<file path="src/rtl/maze_player_ctrl_pkg.sv">
// Shared definitions for the maze player controller.
//   DEF_GRID  : default maze dimension (tiles per row/column)
//   COORD_W   : width of every tile coordinate port
//   dir_e     : latched step direction
//   state_e   : controller FSM states
package maze_player_ctrl_pkg;

  localparam int DEF_GRID = 16;
  localparam int COORD_W  = 7;

  typedef enum logic [1:0] {
    DIR_UP    = 2'd0,
    DIR_DOWN  = 2'd1,
    DIR_LEFT  = 2'd2,
    DIR_RIGHT = 2'd3
  } dir_e;

  typedef enum logic [1:0] {
    ST_IDLE  = 2'd0,
    ST_CHECK = 2'd1,
    ST_HOLD  = 2'd2,
    ST_WON   = 2'd3
  } state_e;

endpackage

</file>
<file path="src/rtl/maze_player_ctrl_btn_sync_edge.sv">
// Two-flop synchronizer for one raw push button plus rising-edge detect.
//   clk, reset : system clock, asynchronous active-high reset
//   btn_in     : raw asynchronous button
//   btn_sync   : synchronized level
//   btn_rise   : high for one cycle when the synchronized level goes 0->1
module btn_sync_edge (
  input  logic clk,
  input  logic reset,
  input  logic btn_in,
  output logic btn_sync,
  output logic btn_rise
);

  logic meta_q, meta_d;
  logic sync_q, sync_d;
  logic prev_q, prev_d;

  always_comb begin
    meta_d = btn_in;
    sync_d = meta_q;
    prev_d = sync_q;
  end

  always_ff @(posedge clk or posedge reset) begin
    if (reset) begin
      meta_q <= 1'b0;
      sync_q <= 1'b0;
      prev_q <= 1'b0;
    end else begin
      meta_q <= meta_d;
      sync_q <= sync_d;
      prev_q <= prev_d;
    end
  end

  assign btn_sync = sync_q;
  assign btn_rise = sync_q & ~prev_q;

endmodule

</file>
<file path="src/rtl/maze_player_ctrl.sv">
// Maze player controller: turns four direction buttons into the character
// tile position, refusing steps into walls or off the active maze area.
//   clk, reset             : system clock, asynchronous active-high reset
//   enable                 : movement permitted when high
//   load                   : place character at start, clear move counter
//   btn_up/down/left/right : raw buttons, active-high
//   path_data              : GRID*GRID bitmap, 1 = open tile (x + GRID*y)
//   maze_width/height      : active maze size in tiles
//   start_x/y, goal_x/y    : start and goal tiles
//   char_x/y               : current character tile
//   moved / blocked        : one-cycle pulse for an accepted / refused step
//   at_goal                : character sits on the goal tile
//   move_count             : accepted steps since load, saturating
module maze_player_ctrl
  import maze_player_ctrl_pkg::*;
#(
  parameter int GRID         = DEF_GRID,
  parameter int REPEAT_DELAY = 12_500_000,
  parameter int REPEAT_RATE  = 5_000_000
) (
  input  logic                   clk,
  input  logic                   reset,
  input  logic                   enable,
  input  logic                   load,
  input  logic                   btn_up,
  input  logic                   btn_down,
  input  logic                   btn_left,
  input  logic                   btn_right,
  input  logic [GRID*GRID-1:0]   path_data,
  input  logic [COORD_W-1:0]     maze_width,
  input  logic [COORD_W-1:0]     maze_height,
  input  logic [COORD_W-1:0]     start_x,
  input  logic [COORD_W-1:0]     start_y,
  input  logic [COORD_W-1:0]     goal_x,
  input  logic [COORD_W-1:0]     goal_y,
  output logic [COORD_W-1:0]     char_x,
  output logic [COORD_W-1:0]     char_y,
  output logic                   moved,
  output logic                   blocked,
  output logic                   at_goal,
  output logic [15:0]            move_count
);

  localparam int MAX_WAIT = (REPEAT_DELAY > REPEAT_RATE) ? REPEAT_DELAY : REPEAT_RATE;
  localparam int TIMER_W  = $clog2(MAX_WAIT + 1);
  localparam int IDX_W    = $clog2(GRID * GRID);

  // Button synchronizers, indexed by dir_e value.
  logic [3:0] btn_raw;
  logic [3:0] btn_sync;
  logic [3:0] btn_rise;

  assign btn_raw = {btn_right, btn_left, btn_down, btn_up};

  for (genvar gi = 0; gi < 4; gi++) begin : g_btn
    btn_sync_edge u_sync (
      .clk      (clk),
      .reset    (reset),
      .btn_in   (btn_raw[gi]),
      .btn_sync (btn_sync[gi]),
      .btn_rise (btn_rise[gi])
    );
  end

  state_e               state_q, state_d;
  dir_e                 dir_q, dir_d;
  logic [COORD_W-1:0]   char_x_q, char_x_d;
  logic [COORD_W-1:0]   char_y_q, char_y_d;
  logic                 moved_q, moved_d;
  logic                 blocked_q, blocked_d;
  logic [15:0]          move_count_q, move_count_d;
  logic [TIMER_W-1:0]   timer_q, timer_d;
  logic                 repeat_q, repeat_d;   // an auto-repeat already fired in this hold

  // Step target, one bit wider than a coordinate so x+1 never wraps.
  logic [7:0]           tgt_x, tgt_y;
  logic                 underflow;
  logic                 in_bounds;
  logic                 step_legal;
  logic [IDX_W-1:0]     path_idx;
  dir_e                 rise_dir;
  logic [TIMER_W-1:0]   timer_inc;
  logic [TIMER_W-1:0]   hold_limit;

  always_comb begin
    tgt_x     = {1'b0, char_x_q};
    tgt_y     = {1'b0, char_y_q};
    underflow = 1'b0;
    case (dir_q)
      DIR_UP: begin
        if (char_y_q == '0) underflow = 1'b1;
        else                tgt_y = tgt_y - 8'd1;
      end
      DIR_DOWN:  tgt_y = tgt_y + 8'd1;
      DIR_LEFT: begin
        if (char_x_q == '0) underflow = 1'b1;
        else                tgt_x = tgt_x - 8'd1;
      end
      DIR_RIGHT: tgt_x = tgt_x + 8'd1;
      default:   underflow = 1'b1;
    endcase

    in_bounds = !underflow
             && (tgt_x < {1'b0, maze_width}) && (tgt_y < {1'b0, maze_height})
             && (tgt_x < 8'(GRID)) && (tgt_y < 8'(GRID));
    // Index only formed for in-range targets so it never exceeds the bitmap.
    path_idx   = in_bounds ? IDX_W'(int'(tgt_x) + GRID * int'(tgt_y)) : '0;
    step_legal = in_bounds && path_data[path_idx];
  end

  // Fixed priority: up > down > left > right.
  always_comb begin
    if      (btn_rise[DIR_UP])   rise_dir = DIR_UP;
    else if (btn_rise[DIR_DOWN]) rise_dir = DIR_DOWN;
    else if (btn_rise[DIR_LEFT]) rise_dir = DIR_LEFT;
    else                         rise_dir = DIR_RIGHT;
  end

  // HOLD lasts limit-1 cycles and CHECK one more, so accepted steps are
  // spaced exactly REPEAT_DELAY (first) / REPEAT_RATE (later) cycles apart.
  assign timer_inc  = timer_q + TIMER_W'(1);
  assign hold_limit = repeat_q ? TIMER_W'(REPEAT_RATE - 1) : TIMER_W'(REPEAT_DELAY - 1);

  always_comb begin
    state_d      = state_q;
    dir_d        = dir_q;
    char_x_d     = char_x_q;
    char_y_d     = char_y_q;
    moved_d      = 1'b0;
    blocked_d    = 1'b0;
    move_count_d = move_count_q;
    timer_d      = timer_q;
    repeat_d     = repeat_q;

    if (load) begin
      state_d      = ST_IDLE;
      char_x_d     = start_x;
      char_y_d     = start_y;
      move_count_d = '0;
      timer_d      = '0;
      repeat_d     = 1'b0;
    end else if (!enable && state_q != ST_WON) begin
      // Discards any CHECK in flight without a pulse.
      state_d = ST_IDLE;
      timer_d = '0;
    end else begin
      case (state_q)
        ST_IDLE: begin
          if (|btn_rise) begin
            dir_d    = rise_dir;
            state_d  = ST_CHECK;
            repeat_d = 1'b0;
          end
        end
        ST_CHECK: begin
          timer_d = '0;
          if (step_legal) begin
            char_x_d = tgt_x[COORD_W-1:0];
            char_y_d = tgt_y[COORD_W-1:0];
            moved_d  = 1'b1;
            if (move_count_q != 16'hFFFF) move_count_d = move_count_q + 16'd1;
            if (tgt_x[COORD_W-1:0] == goal_x && tgt_y[COORD_W-1:0] == goal_y)
              state_d = ST_WON;
            else
              state_d = ST_HOLD;
          end else begin
            blocked_d = 1'b1;
            state_d   = ST_HOLD;
          end
        end
        ST_HOLD: begin
          if (!btn_sync[dir_q]) begin
            state_d = ST_IDLE;
            timer_d = '0;
          end else if (timer_inc == hold_limit) begin
            state_d  = ST_CHECK;
            timer_d  = '0;
            repeat_d = 1'b1;
          end else begin
            timer_d = timer_inc;
          end
        end
        ST_WON: ;
        default: state_d = ST_IDLE;
      endcase
    end
  end

  always_ff @(posedge clk or posedge reset) begin
    if (reset) begin
      state_q      <= ST_IDLE;
      dir_q        <= DIR_UP;
      char_x_q     <= '0;
      char_y_q     <= '0;
      moved_q      <= 1'b0;
      blocked_q    <= 1'b0;
      move_count_q <= '0;
      timer_q      <= '0;
      repeat_q     <= 1'b0;
    end else begin
      state_q      <= state_d;
      dir_q        <= dir_d;
      char_x_q     <= char_x_d;
      char_y_q     <= char_y_d;
      moved_q      <= moved_d;
      blocked_q    <= blocked_d;
      move_count_q <= move_count_d;
      timer_q      <= timer_d;
      repeat_q     <= repeat_d;
    end
  end

  assign char_x     = char_x_q;
  assign char_y     = char_y_q;
  assign moved      = moved_q;
  assign blocked    = blocked_q;
  assign at_goal    = (state_q == ST_WON);
  assign move_count = move_count_q;

endmodule

</file>
<file path="config.mk">
export PLATFORM = sky130hd
export DESIGN_NAME = maze_player_ctrl
export DESIGN_NICKNAME = d
export VERILOG_FILES = /design/src/rtl/maze_player_ctrl_pkg.sv /design/src/rtl/maze_player_ctrl_btn_sync_edge.sv /design/src/rtl/maze_player_ctrl.sv
export SDC_FILE = /design/constraint.sdc
export NUM_CORES = 1
export LEC_CHECK = 0
export BUFFER_PORTS_ARGS = -buffer_cell sky130_fd_sc_hd__buf_2
export CORE_UTILIZATION = 45
export DETAILED_ROUTE_END_ITERATION = 8
export PLACE_DENSITY = 0.89
export SLEW_MARGIN = 20
export SYNTH_ARGS = -nofsm -noshare
export SYNTH_HDL_FRONTEND = slang
export SYNTH_SLANG_ARGS = --single-unit
</file>
<file path="constraint.sdc">
create_clock -name clk -period 5.9 [get_ports clk]
set_input_delay 0 -clock clk [delete_from_list [all_inputs] [get_ports clk]]
set_output_delay 0 -clock clk [all_outputs]
set_load 0.01 [all_outputs]
</file>
Word-level counts from Yosys, hierarchy flattened
Index checks and enable logic that the tools add are counted.
{"block": "totals", "elab_cells": 142, "output_inout_bits": 33, "regBits": 73, "input_bits": 306}
{"block": "classes", "n_addsub": 7, "mux": 56, "reduce_logical": 25, "n_eq_ne": 17, "order_cmp": 6, "bitwise_logic": 10}
{"operator": "two-way mux 24 bit", "n": 5}
{"operator": "two-way mux 16 bit", "n": 5}
{"operator": "two-way mux 7 bit", "n": 8}
{"operator": "case mux 24 bit (2 select lines)", "n": 1}
{"operator": "case mux 8 bit (2 select lines)", "n": 2}
{"operator": "adder 24 x 1 -> 24 bit (second input constant)", "n": 1}
{"operator": "== test 24 bit", "n": 1}
{"operator": "two-way mux 8 bit", "n": 3}
{"operator": "two-way mux 1 bit", "n": 19}
{"operator": "adder 16 x 1 -> 16 bit (second input constant)", "n": 1}
{"operator": "adder 7 x 1 -> 8 bit (second input constant)", "n": 2}
{"operator": "less-than comparator 8 x 5 -> 1 bit (second input constant)", "n": 2}
{"operator": "less-than comparator 8 x 7 -> 1 bit", "n": 2}
{"operator": "two-way mux 2 bit", "n": 8}
{"operator": "!= test 16 bit (second input constant)", "n": 1}
{"operator": "subtractor 7 x 1 -> 8 bit (second input constant)", "n": 2}
{"operator": "== test 7 bit", "n": 2}
{"operator": "zero test 7 bit", "n": 2}
{"operator": "less-than comparator 8 x 9 -> 1 bit (second input constant)", "n": 1}
{"operator": "!= test 3 bit (second input constant)", "n": 3}
{"operator": "adder 8 bit", "n": 1}
{"operator": "binary-select mux 1 bit (select 8 bit)", "n": 1}
{"operator": "== test 2 bit (second input constant)", "n": 4}
{"operator": "AND reduction 4 bit", "n": 2}
{"operator": "20 further kinds", "n": 42}

Longest topological paths before layout
Gate-level depths: netlist (run 1).
{"block": "logic_depth", "depth_word": 16, "mapped_depth": 28, "depth_no_buf": 23}

Cells and area by module
From an unflattened synthesis (run 1), not the netlist that was laid out.
{"block": "unflattened", "cells_unflattened": 1147, "hier_area_um2": 8583.2}
{"mod": "maze_player_ctrl", "seq_area_each_um2": 1526.5, "area_per_inst_um2": 8212.9, "cells_per_inst": 1127, "n_inst": 1}
{"mod": "btn_sync_edge", "seq_area_each_um2": 75.1, "area_per_inst_um2": 92.6, "cells_per_inst": 5, "n_inst": 4}

Least setup slack after synthesis (run 1)
No wires, ideal clock.
{"block": "synth_path", "path_type": "register to register", "startpoint": "register char_x_q[0], in the netlist char_x[0]", "endpoint": "register state_q[0]", "t_required_ps": 5806, "path_buffers": 4, "t_arrival_ps": 5690, "path_slack_ps": 116, "stages_incl_launch_ff": 25, "setup_time_ps": 94, "period_less_slack_ps": 5784, "path_cell_list": "dfrtp_1 -> clkbuf_1 -> inv_1 -> ha_1 -> or3b_1 -> o31ai_4 -> o22a_1 -> inv_1 -> clkbuf_1 -> clkbuf_1 -> ha_1 -> a211oi_1 -> a221oi_1 -> nand3_1 -> a21oi_1 -> or2_1 -> buf_6 -> nor3_4 -> a221oi_1 -> or3_1 -> a211oi_2 -> a32o_2 -> nand2_1 -> or4_1 -> a221oi_2"}
{"block": "synth_via", "elab_chain_cells": 16, "word_cells_on_any_way": 26, "cone_classes": "3 x add/sub; 2 x order compare; 1 x eq/ne; 12 x mux; 8 x reduce/logical"}
{"element": "start: declaration", "line": "maze_player_ctrl.sv:67", "text": "logic [COORD_W-1:0] char_x_q, char_x_d;"}
{"element": "start signal: assignment", "line": "maze_player_ctrl.sv:203", "text": "char_x_q <= char_x_d;"}
{"element": "subtractor 7 x 1 -> 8 bit or zero test 7 bit (tied branches)", "line": "maze_player_ctrl.sv:97, maze_player_ctrl.sv:96"}
{"element": "two-way mux 8 bit or two-way mux 1 bit (tied branches)", "line": "maze_player_ctrl.sv:96", "text": "if (char_x_q == '0) underflow = 1'b1;"}
{"element": "case mux 8 bit (2 select lines) or case mux 1 bit (2 select lines) (tied branches)", "line": "maze_player_ctrl.sv:89", "text": "case (dir_q)"}
{"element": "less-than comparator 8 x 7 -> 1 bit or zero test 1 bit (tied branches)", "line": "maze_player_ctrl.sv:104, maze_player_ctrl.sv:103"}
{"element": "logical AND 1 bit (2 in series)", "line": "maze_player_ctrl.sv:104", "text": "&& (tgt_x < {1'b0, maze_width}) && (tgt_y < {1'b0, maze_height})"}
{"element": "logical AND 1 bit (2 in series)", "line": "maze_player_ctrl.sv:105", "text": "&& (tgt_x < 8'(GRID)) && (tgt_y < 8'(GRID));"}
{"element": "two-way mux 8 bit", "line": "maze_player_ctrl.sv:107", "text": "path_idx = in_bounds ? IDX_W'(int'(tgt_x) + GRID * int'(tgt_y)) : '0;"}
{"element": "binary-select mux 1 bit (select 8 bit)", "line": "maze_player_ctrl.sv:108", "text": "step_legal = in_bounds && path_data[path_idx];"}
{"element": "two-way mux 1 bit (implied by the code)", "line": "maze_player_ctrl.sv:108"}
{"element": "logical AND 1 bit", "line": "maze_player_ctrl.sv:108"}
{"element": "two-way mux 2 bit (*)", "line": "maze_player_ctrl.sv:157", "text": "if (step_legal) begin"}
{"element": "case mux 2 bit (3 select lines) (*)", "line": "maze_player_ctrl.sv:147", "text": "case (state_q)"}
{"element": "two-way mux 2 bit (*)", "line": "maze_player_ctrl.sv:142", "text": "end else if (!enable && state_q != ST_WON) begin"}
{"element": "two-way mux 2 bit (*)", "line": "maze_player_ctrl.sv:135", "text": "if (load) begin"}
{"element": "end signal: assignment", "line": "maze_player_ctrl.sv:201", "text": "state_q <= state_d;"}
{"element": "end: declaration", "line": "maze_player_ctrl.sv:65", "text": "state_e state_q, state_d;"}
Mark *: on every way between the ends. The rest lies on a longest branch, timed or not. The select of a mux whose other input is x is not followed.
A chain may end at the register's enable or synchronous reset.

Worst setup path after layout (run 1)
{"block": "layout_path", "startpoint": "register char_y_q[1], in the netlist char_y[1]", "endpoint": "register move_count_q[13], in the netlist move_count[13]"}
{"block": "layout_via", "elab_chain_cells": 14, "word_cells_on_any_way": 21, "cone_classes": "3 x add/sub; 2 x order compare; 7 x mux; 9 x reduce/logical"}
{"element": "start: declaration", "line": "maze_player_ctrl.sv:68", "text": "logic [COORD_W-1:0] char_y_q, char_y_d;"}
{"element": "start signal: assignment", "line": "maze_player_ctrl.sv:204", "text": "char_y_q <= char_y_d;"}
{"element": "branches (longest 11 deep; another with subtractor 7 x 1 -> 8 bit)"}
{"element": "logical AND 1 bit (*)", "line": "maze_player_ctrl.sv:108"}
{"element": "nonzero test 2 bit (no source line) (*)"}
{"element": "AND reduction 4 bit (no source line) (*)"}
{"element": "end signal: assignment", "line": "maze_player_ctrl.sv:207", "text": "move_count_q <= move_count_d;"}
{"element": "end: declaration", "line": "maze_player_ctrl.sv:71", "text": "logic [15:0] move_count_q, move_count_d;"}
Every way passes the cells marked *. The select of a mux whose other input is x is not followed.

==> results.txt, run 1 <==
----------------------------------------------------
[Timing]
  Period utilisation layout ... 0.945
  Worst relative slew slack ... 0.282
  Transition time of the tightest slew-check pin ... around 1100 ps
  Setup Viol. Count Final ... 0
  Worst Skew ... 12.7 ps
  Total negative setup slack ... 0 ps
  Number of slew-limit violations in the final report ... 0
  Hold Worst Slack ... ~29 ps
  Post-layout worst setup margin ... 324 ps
  Final count of hold timing violations ... 0
  Min Clock Period, post-route ... 5580 ps
  Setup repair after global routing missed its margin ... false
  Maximum frequency from static timing analysis ... 179 MHz

[Floorplan]
  Std cell rows ... 48
  X dimension of the die ... ~140 um
  Count of boundary I/O pins ... 339
  Initial core utilization ... 0.463
  Standard cell core area ... 0.0174 mm2
  Die area ... 0.0184 mm2
  Die Height ... 136 um

[Drt]
  Count of routing violations after the opening detailed-route iteration ... 1012
  Final wirelength ... roughly 35000 um
  Count of unresolved DRC violations after routing ... 0
  Average routed wire per standard cell ... 21.7 um
  Vias ... approximately 10k
  Final ANT Viol Nets ... 0
  Avg Vias per Cell ... 6.36
  TritonRoute pass-1 iters ... 6

[Power and ir drop]
  IR Drop Worst-Case VDD ... 0.157 mV
  Power density over the cells ... 298 mW/mm2
  Total power ... around 3.2 mW
  Leakage ... approximately 4.9 nW

[Logic synthesis]
  Average instance area after synthesis ... 7.95 um2
  Count of distinct cell types in the synthesized netlist ... 89
  Register bit count reported by yosys ... between 70 and 80
  Asr flop ratio synth ... 1.00
  Sequential area share after synthesis ... 0.227
  Leading post-synthesis cells by instance count ... 140 x nand2_1, 73 x dfrtp_1, 69 x nor2_1, 69 x o21ai_0, 54 x nand3_1
  Synth area leaders ... dfrtp_1 23%, mux4_2 8.7%, nand2_1 6.5%, ha_1 4.5%, o21ai_0 4.3%
  Biggest area consumer among synthesized cells ... dfrtp_1
  Number of synthesized flops with an enable pin ... 0
  Synth warnings ... 0
  Post-synthesis net count ... 1349
  Library cell with the highest instance count after synthesis ... nand2_1
  Synthesized instance count ... 1013
  Synth top area share ... 0.227
  Total standard cell area after synthesis ... 0.00806 mm2
  Synth Flop Type ... dfrtp_1

[Run status]
  Result of the run ... complete, no violations

[Global routing]
  Via count of the first global-routing pass ... 9202
  Total GRT Usage ... 0.362
  Pin count of the biggest net entering global routing ... 74
  Aggregate global routing overflow ... 0
  First-pass GRT wire length ... 50900 um
  Initial antenna violation count ... 2

[Hold path]
  Type of the tightest min-delay check ... primary input to flop

[Worst setup path]
  R2R setup slack ... between 300 and 400 ps
  Worst setup path class ... flop to flop
  Startpoint of the most critical setup path ... char_y[1]
  R2r worst-path depth ... 24
  Critical Path End Type ... flop
  Worst setup endpoint ... move_count[13]
  Worst R2R Start ... char_y[1]
  Biggest fanout along the worst timing path ... 28
  Element type at the critical path start ... flop
  RR Endpoint ... move_count[13]
  Worst endpoint required time ... 6120 ps
  Critical path arrival ... 5800 ps

[Clock tree]
  Number of buffers added by the clock tree synthesis step ... 9
  Insertion delay of the later-clocked pin in the worst-skew pair ... ~340 ps
  Total number of H-tree levels ... 3
  TritonCTS clock tree ... done
  Maximum clock path buffer count ... 2
  Root Buffer ... clkbuf_16
  Clock edge transition at the registers on the reported setup and hold paths ... 70 ps
  Sink count of the clock tree ... 73

[Placement]
  Placed standard-cell area ... 0.0101 mm2
  Setup slack at placement ... 190 ps
  Number of instances in the placed design ... 1549
  Final weighted congestion in routability-driven placement ... 1.02
  # port buffers ... 338
  Detailed placement HPWL ... 26700 um

[Final layout]
  Filler instances ... 1496
  Layout cells sized above 1 ... 0.348
  Number of nets in the final layout ... 1694
  Area of combinational cells with multiple inputs ... 0.00581 mm2
  Area added between synthesis and finish ... 32.5%
  Final core utilization ... 0.613
  Layout Cell Area excl Fill ... 0.0107 mm2
  Register Area ... 0.00183 mm2
  Number of standard cells in the final layout excluding fillers ... 1589

[Flow run]
  Number of violations of the max-capacitance limit ... 0

----------------------------------------------------
## critical path: stages, from the launching register on
cell	delay (ps)
dfrtp_1	450
inv_1	150
ha_1	210
nor2b_1	290
and2_1	240
nor2_1	50
o21ai_0	140
a31o_2	210
inv_1	70
ha_1	170
nor2_1	120
nand3b_1	100
a2111o_1	300
a31o_1	300
or2_4	320
nor3_4	230
buf_4	160
a221oi_1	50
or3_1	380
a211oi_2	240
a32o_2	300
a21oi_2	120
buf_12	220
nor4_1	250
mux2_1	350
## sequential cells by signal, summed over array words and instances, names as in the netlist
register,count
g_btn.u_sync.btn_sync,4
state_q,2
char_x,7
repeat_q,1
dir_q,2
g_btn.u_sync.prev_q,4
moved,1
g_btn.u_sync.meta_q,4
char_y,7
timer_q,24
blocked,1
move_count,16
## worst min-delay path by stage
stage | startpoint | end | slack (ps) | cells past startpoint
floorplan | btn_up | g_btn[0].u_sync.meta_q | 30 | 0
finish | start_x[3] | char_x[3] | 30 | 3
CTS | start_x[3] | char_x[3] | 30 | 3
global placement | btn_up | g_btn[0].u_sync.meta_q | 110 | 1
detailed placement | btn_right | g_btn[3].u_sync.meta_q | 110 | 1
global route | start_x[3] | char_x[3] | 40 | 3
## layout make-up
type,count,share of cell area
tap,225,0.0264
antenna,1,0.000234
inverter,44,0.0155
multi-input combinational,824,0.544
clock inverter,7,0.00809
clock buffer,9,0.0211
timing repair buffer,406,0.213
sequential,73,0.171
## power breakdown
part / switching (mW) / internal [mW]
combinational: 1.23 / 0.807
clock: 0.238 / 0.337
sequential: 0.0419 / 0.527
## kinds of logic (layout without fill, tap and decap cells)
logic type	Yosys count	after routing	share of synthesized area
other cells	0	1	0
simple gates	432	433	0.272
flops	73	73	0.227
xor+xnor	37	37	0.0402
mux	62	62	0.127
compound gates	262	262	0.226
fa+ha+maj	30	30	0.0475
buf+inv	117	466	0.0615
## cell usage in the layout (no fill, tap or decap), types with 6 or more instances in the layout
cell type	count
nand3_1	53
nand2b_1	7
o21ai_0	69
o31ai_1	13
dlygate4sd3_1	18
nor3_1	27
nor2_1	69
nand2_1	140
and3_1	14
o21ai_1	8
and2_1	6
mux2i_1	20
a22o_1	8
a21oi_1	36
inv_1	39
mux4_2	31
mux2_1	7
nor4_1	13
a221oi_1	9
buf_2	338
a31oi_1	21
a211oi_1	11
ha_1	27
o211ai_1	6
nand4_1	27
xor2_1	16
buf_4	47
and4_1	8
xnor2_1	19
nor2b_1	14
clkbuf_16	9
dfrtp_1	73
or3_1	15
## layer usage
layer  vias to the layer above  GRT usage  part of all wire  wire [um]
met4                         2      0.121             0.035       1190
met2                       762      0.559              0.44      15300
met5                         -          0           0.00041         14
li1                       4513          -                 -          -
met3                        99     0.0842              0.12       4100
met1                      4734      0.494              0.40      13900
## timing repair
item | in CTS | in global routing
buffers inserted | 0 | 4
hold buffers | 18 | 0
hold endpoints to repair | 90 | 0
resized for setup | 0 | 12
endpoints found under the setup margin | 0 | 16
Power figures use the tool's default switching activity.
==> inputs of run 2 (changes only) <==
--- a/config.mk
+++ b/config.mk
@@ -6,9 +6,11 @@
 export NUM_CORES = 1
 export LEC_CHECK = 0
 export BUFFER_PORTS_ARGS = -buffer_cell sky130_fd_sc_hd__buf_2
-export CORE_UTILIZATION = 45
+export CORE_AREA = 2 2 130 132
+export CTS_BUF_LIST = sky130_fd_sc_hd__clkbuf_4 sky130_fd_sc_hd__clkbuf_8
 export DETAILED_ROUTE_END_ITERATION = 8
-export PLACE_DENSITY = 0.89
+export DIE_AREA = 0 0 132 134
+export PLACE_DENSITY = 0.92
 export SLEW_MARGIN = 20
 export SYNTH_ARGS = -nofsm -noshare
 export SYNTH_HDL_FRONTEND = slang
==> constraint.sdc (replaced) <==
create_clock -name clk -period 7 [get_ports clk]
set_input_delay 0 -clock clk [delete_from_list [all_inputs] [get_ports clk]]
set_output_delay 0 -clock clk [all_outputs]
set_load 0.01 [all_outputs]
==> results.txt, run 2 (synthesis results as in run 1) <==
----------------------------------------------------
[Timing]
  Maximum frequency from static timing analysis ... 153 MHz
  Setup repair after global routing missed its margin ... false
  Transition time of the tightest slew-check pin ... 926 ps
  Total negative setup slack ... 0 ps
  Setup Viol. Count Final ... 0
  Period utilisation layout ... 0.932
  Hold Worst Slack ... 76.1 ps
  Worst Skew ... 17.2 ps
  Min Clock Period, post-route ... 6520 ps
  Final count of hold timing violations ... 0
  Post-layout worst setup margin ... 477 ps
  Worst relative slew slack ... 0.367
  Number of slew-limit violations in the final report ... 0

[Floorplan]
  Die area ... 0.0177 mm2
  Standard cell core area ... 0.0163 mm2
  Count of boundary I/O pins ... between 300 and 400
  X dimension of the die ... 132 um
  Initial core utilization ... 0.495
  Die Height ... roughly 130 um
  Std cell rows ... between 40 and 50

[Clock tree]
  Number of setup buffers added after CTS ... 0
  Clock edge transition at the registers on the reported setup and hold paths ... 90 ps
  Sink count of the clock tree ... between 70 and 80
  TritonCTS clock tree ... done
  Hold bufs inserted after CTS ... 19
  Number of resized instances in the post-cts repair step ... 0
  Insertion delay of the later-clocked pin in the worst-skew pair ... 380 ps
  Root Buffer ... clkbuf_8
  Maximum clock path buffer count ... 2
  Total number of H-tree levels ... 3
  Number of buffers added by the clock tree synthesis step ... 9

[Worst setup path]
  Cell chain of the critical path ... nor3_1 -> nand2_1 -> mux2i_1 -> o221ai_1 -> ha_1 -> a21o_1 -> a211oi_1 -> o311ai_0 -> or3_1 -> or3_4 -> nor3_4 -> a221oi_1 -> a2111oi_0 -> o311a_1 -> a32o_2 -> a21oi_2 -> buf_4 -> nor4_1 -> mux2_1
  Biggest fanout along the worst timing path ... 22
  Critical path arrival ... 6780 ps
  Critical Path End Type ... flop
  Total buffers and inverters traversed by the critical path ... 1
  Slowest cell on crit path ... nor3_1
  Worst setup endpoint ... move_count[13]
  RR Endpoint ... move_count[13]
  R2R setup slack ... between 400 and 500 ps
  Critical Path Stages ... 19
  Element type at the critical path start ... flop
  Worst setup path class ... flop to flop
  Worst R2R Start ... char_x[2]
  Startpoint of the most critical setup path ... char_x[2]
  Slowest cell delay on critical path ... 730 ps
  Worst endpoint required time ... 7260 ps
  R2r worst-path depth ... 19
  Top Family by Delay on Critical Path ... simple AND/OR/NAND/NOR gates

[Global routing]
  Total GRT Usage ... 0.363
  Aggregate global routing overflow ... 0
  Met1 track demand over resource ... 0.471
  First-pass GRT wire length ... 50500 um
  Via count of the first global-routing pass ... just over 9k
  Met3 track demand over resource ... 0.137
  Global routing met2 resource utilization ... 0.578
  Pin count of the biggest net entering global routing ... 74
  Most Crowded Layer GR ... met2
  Initial antenna violation count ... 13

[Power and ir drop]
  IR Drop Worst-Case VDD ... 0.174 mV
  Power density over the cells ... 236 mW/mm2
  Total power ... 2.43 mW
  Leakage ... 4.68 nW

[Final layout]
  Area added between synthesis and finish ... 27.9%
  Filler instances ... 1400
  Commonest cells after routing, fill and taps aside ... 338 x buf_2, 140 x nand2_1, 73 x dfrtp_1
  Number of standard cells in the final layout excluding fillers ... 1566
  Most flop-heavy register ... timer_q
  Most common cell after layout, fill and taps aside ... buf_2
  Number of nets in the final layout ... 1668
  Layout Cell Area excl Fill ... 0.0103 mm2
  Max reg flops ... 24
  Layout cells sized above 1 ... 0.329
  Final core utilization ... 0.632

[Drt]
  Average routed wire per standard cell ... 21.3 um
  Final wirelength ... 33400 um
  Count of routing violations after the opening detailed-route iteration ... 896
  Avg Vias per Cell ... 6.22
  TritonRoute pass-1 iters ... 7
  Count of unresolved DRC violations after routing ... 0
  Final ANT Viol Nets ... 0
  Vias ... 9741

[Hold path]
  Type of the tightest min-delay check ... primary input to flop

[Placement]
  # port buffers ... 338
  Number of instances in the placed design ... 1522
  Detailed placement HPWL ... 26300 um
  Setup slack at placement ... approximately 720 ps
  Placed standard-cell area ... 0.00990 mm2
  Final weighted congestion in routability-driven placement ... 1.09

[Flow run]
  Number of violations of the max-capacitance limit ... 0

[Run status]
  Result of the run ... complete, no violations

----------------------------------------------------
run 2: cell count changes in the layout (fill, tap and decap cells not counted), moves of 8 or more:
cell / previous run / this run
clkbuf_8: 0 / 10
buf_4: 47 / 24
diode_2: 1 / 9
clkbuf_16: 9 / 0
run 2: area by class of cell:
class,count,area (um2),area share
well taps,220,275,0.0267
flip-flops and latches,73,1830,0.177
inverters,44,165,0.0160
clock buffers,10,138,0.0134
repair buffers,381,2060,0.200
diodes,9,22.5,0.00219
multi-input cells,823,5760,0.559
clock inverters,6,51.3,0.00498
run 2: tightest hold or removal path: cells and delay by family:
kind,cells,cell delay [ps]
XOR/XNOR,1,120
AND/OR/NAND/NOR,1,120
buffers and inverters,1,100
AO/OA/AOI/OAI,1,60
run 2: how the worst min path moves through the flow:
stage,end,startpoint,cells past startpoint
finish,state_q[0],goal_y[2],4
global route,state_q[0],goal_y[2],4
CTS,state_q[0],goal_y[2],4
detailed placement,g_btn[0].u_sync.meta_q,btn_up,1
global placement,g_btn[1].u_sync.meta_q,btn_down,1
floorplan,g_btn[0].u_sync.meta_q,btn_up,0
run 2: per-layer routing:
layer  vias up  wire length [um]
li1       4476                 -
met5         -                38
met1      4563             13300
met2       624             15100
met3        72              4120
met4         6               860
run 2: power by group:
part | total (mW) | leakage (nW) | internal, mW | switching (mW)
clock | 0.326 | 0.0935 | 0.143 | 0.184
sequential | 0.505 | 0.959 | 0.443 | 0.0620
combinational | 1.60 | 3.63 | 0.629 | 0.969
total | 2.43 | 4.68 | 1.21 | 1.21
==> inputs of run 3 (changes only) <==
--- a/config.mk
+++ b/config.mk
@@ -5,6 +5,7 @@
 export SDC_FILE = /design/constraint.sdc
 export NUM_CORES = 1
 export LEC_CHECK = 0
+export ABC_CLOCK_PERIOD_IN_PS = 6650
 export BUFFER_PORTS_ARGS = -buffer_cell sky130_fd_sc_hd__buf_2
 export CORE_AREA = 2 2 130 132
 export CTS_BUF_LIST = sky130_fd_sc_hd__clkbuf_4 sky130_fd_sc_hd__clkbuf_8
==> constraint.sdc (replaced) <==
create_clock -name clk -period 6.65 [get_ports clk]
set_input_delay 0 -clock clk [delete_from_list [all_inputs] [get_ports clk]]
set_output_delay 0 -clock clk [all_outputs]
set_load 0.01 [all_outputs]
==> results.txt, run 3 (synthesis results as in run 1) <==
----------------------------------------------------
[Timing]
  Setup Viol. Count Final ... 0
  Min Clock Period, post-route ... 6270 ps
  Worst relative slew slack ... 0.292
  Total negative setup slack ... 0 ps
  Final count of hold timing violations ... 0
  Setup repair after global routing missed its margin ... false
  Maximum frequency from static timing analysis ... around 160 MHz
  Post-layout worst setup margin ... approximately 380 ps
  Worst Skew ... 12.7 ps
  Hold Worst Slack ... 55.2 ps
  Number of slew-limit violations in the final report ... 0
  Period utilisation layout ... 0.942
  Transition time of the tightest slew-check pin ... roughly 1100 ps

[Worst setup path]
  Worst R2R Start ... char_x[0]
  Worst setup endpoint ... move_count[13]
  Element type at the critical path start ... flop
  Critical path arrival ... 6520 ps
  R2R setup slack ... roughly 380 ps
  Startpoint of the most critical setup path ... char_x[0]
  Worst endpoint required time ... 6900 ps
  Worst setup path class ... flop to flop
  R2r worst-path depth ... 20
  Biggest fanout along the worst timing path ... 22
  RR Endpoint ... move_count[13]
  Critical Path End Type ... flop

[Drt]
  Final wirelength ... 33900 um
  Average routed wire per standard cell ... 21.7 um
  TritonRoute pass-1 iters ... 5
  Count of unresolved DRC violations after routing ... 0
  Final ANT Viol Nets ... 0
  Avg Vias per Cell ... around 6.3
  Vias ... around 9.9k
  Count of routing violations after the opening detailed-route iteration ... 1029

[Global routing]
  Aggregate global routing overflow ... 0
  Pin count of the biggest net entering global routing ... 74
  Via count of the first global-routing pass ... 9455
  Initial antenna violation count ... 8
  Total GRT Usage ... 0.372
  First-pass GRT wire length ... ~52000 um

[Hold path]
  Type of the tightest min-delay check ... primary input to flop

[Clock tree]
  Root Buffer ... clkbuf_8
  Insertion delay of the later-clocked pin in the worst-skew pair ... roughly 370 ps
  Clock edge transition at the registers on the reported setup and hold paths ... 90 ps
  TritonCTS clock tree ... done
  Number of setup buffers added after CTS ... 0
  Total number of H-tree levels ... 3
  Maximum clock path buffer count ... 2
  Number of buffers added by the clock tree synthesis step ... 9
  Sink count of the clock tree ... 73

[Floorplan]
  Standard cell core area ... 0.0163 mm2
  Die area ... between 0.015 and 0.02 mm2
  Initial core utilization ... 0.495
  Count of boundary I/O pins ... 339
  Std cell rows ... 47
  X dimension of the die ... 132 um
  Die Height ... 134 um

[Placement]
  # port buffers ... around 340
  Detailed placement HPWL ... 26400 um
  Final weighted congestion in routability-driven placement ... 1.00
  Setup slack at placement ... around 430 ps
  Number of instances in the placed design ... 1523
  Placed standard-cell area ... 0.00991 mm2

[Final layout]
  Layout Cell Area excl Fill ... between 0.01 and 0.015 mm2
  Commonest cells after routing, fill and taps aside ... 338 x buf_2, 140 x nand2_1, 73 x dfrtp_1
  Area added between synthesis and finish ... 27.9%
  Number of standard cells in the final layout excluding fillers ... 1563
  Layout cells sized above 1 ... 0.330
  Most flop-heavy register ... timer_q
  Number of nets in the final layout ... 1669
  Most common cell after layout, fill and taps aside ... buf_2
  Final core utilization ... 0.633
  Max reg flops ... 24

[Power and ir drop]
  Leakage ... between 4 and 5 nW
  IR Drop Worst-Case VDD ... between 0.15 and 0.2 mV
  Total power ... between 2 and 3 mW
  Power density over the cells ... between 200 and 250 mW/mm2

[Run status]
  Result of the run ... complete, no violations

[Flow run]
  Number of violations of the max-capacitance limit ... 0

----------------------------------------------------
==> run 3: cell count changes in the layout (fill, tap and decap cells not counted) <==
cell | previous run | this run
inv_8 | 0 | 2
inv_6 | 2 | 4
nor3_1 | 27 | 26
clkinv_4 | 3 | 0
buf_4 | 24 | 25
diode_2 | 9 | 5
clkbuf_8 | 10 | 9
nor3_2 | 2 | 3
==> run 3: area by class of cell <==
type	instances	area [um2]
flip-flops and latches	73	1830
inverters	44	165
multi-input cells	823	5770
diodes	5	12.5
fillers	1430	5980
repair buffers	382	2070
clock inverters	7	65.1
clock buffers	9	124
well taps	220	275
==> run 3: worst min path at each step <==
stage | startpoint | endpoint | cells past startpoint
CTS | goal_y[2] | state_q[0] | 4
global placement | btn_left | g_btn[2].u_sync.meta_q | 1
detailed placement | btn_down | g_btn[1].u_sync.meta_q | 1
global route | goal_y[2] | state_q[0] | 4
finish | goal_y[2] | state_q[0] | 4
floorplan | btn_up | g_btn[0].u_sync.meta_q | 0
==> run 3: power breakdown <==
| part | switching [mW] | total [mW] | leakage (nW) | internal [mW] |
|---|---|---|---|---|
| sequential | 0.0712 | 0.537 | 0.959 | 0.466 |
| combinational | 1.02 | 1.68 | 3.64 | 0.665 |
| clock | 0.201 | 0.347 | 0.0951 | 0.146 |
==> run 3: metal layers <==
metal,up-vias,global-route usage,wire length [um]
met5,-,0,51
met2,712,0.593,15300
li1,4468,-,-
met4,8,0.0954,981
met3,95,0.122,4250
met1,4619,0.492,13300
==> run 3: critical path, stage by stage (launching register included) <==
cell and delay (ps):
dfrtp_1 580, inv_1 250, ha_1 310, or3b_1 390
o221ai_1 210, nand3_1 220, ha_1 250, a21o_1 180
a211oi_1 270, o311ai_0 160, or3_1 400, or3_4 510
nor3_4 450, a221oi_1 100, or3_1 390, a211oi_2 220
a32o_2 330, a21oi_2 90, buf_4 220, nor4_1 270
mux2_1 350
==> run 3: what timing repair did <==
| action | CTS | global route |
|---|---|---|
| hold buffers | 19 | 0 |
| hold endpoints to repair | 91 | 0 |
| resized for setup | 0 | 1 |
| endpoints found under the setup margin | 0 | 6 |
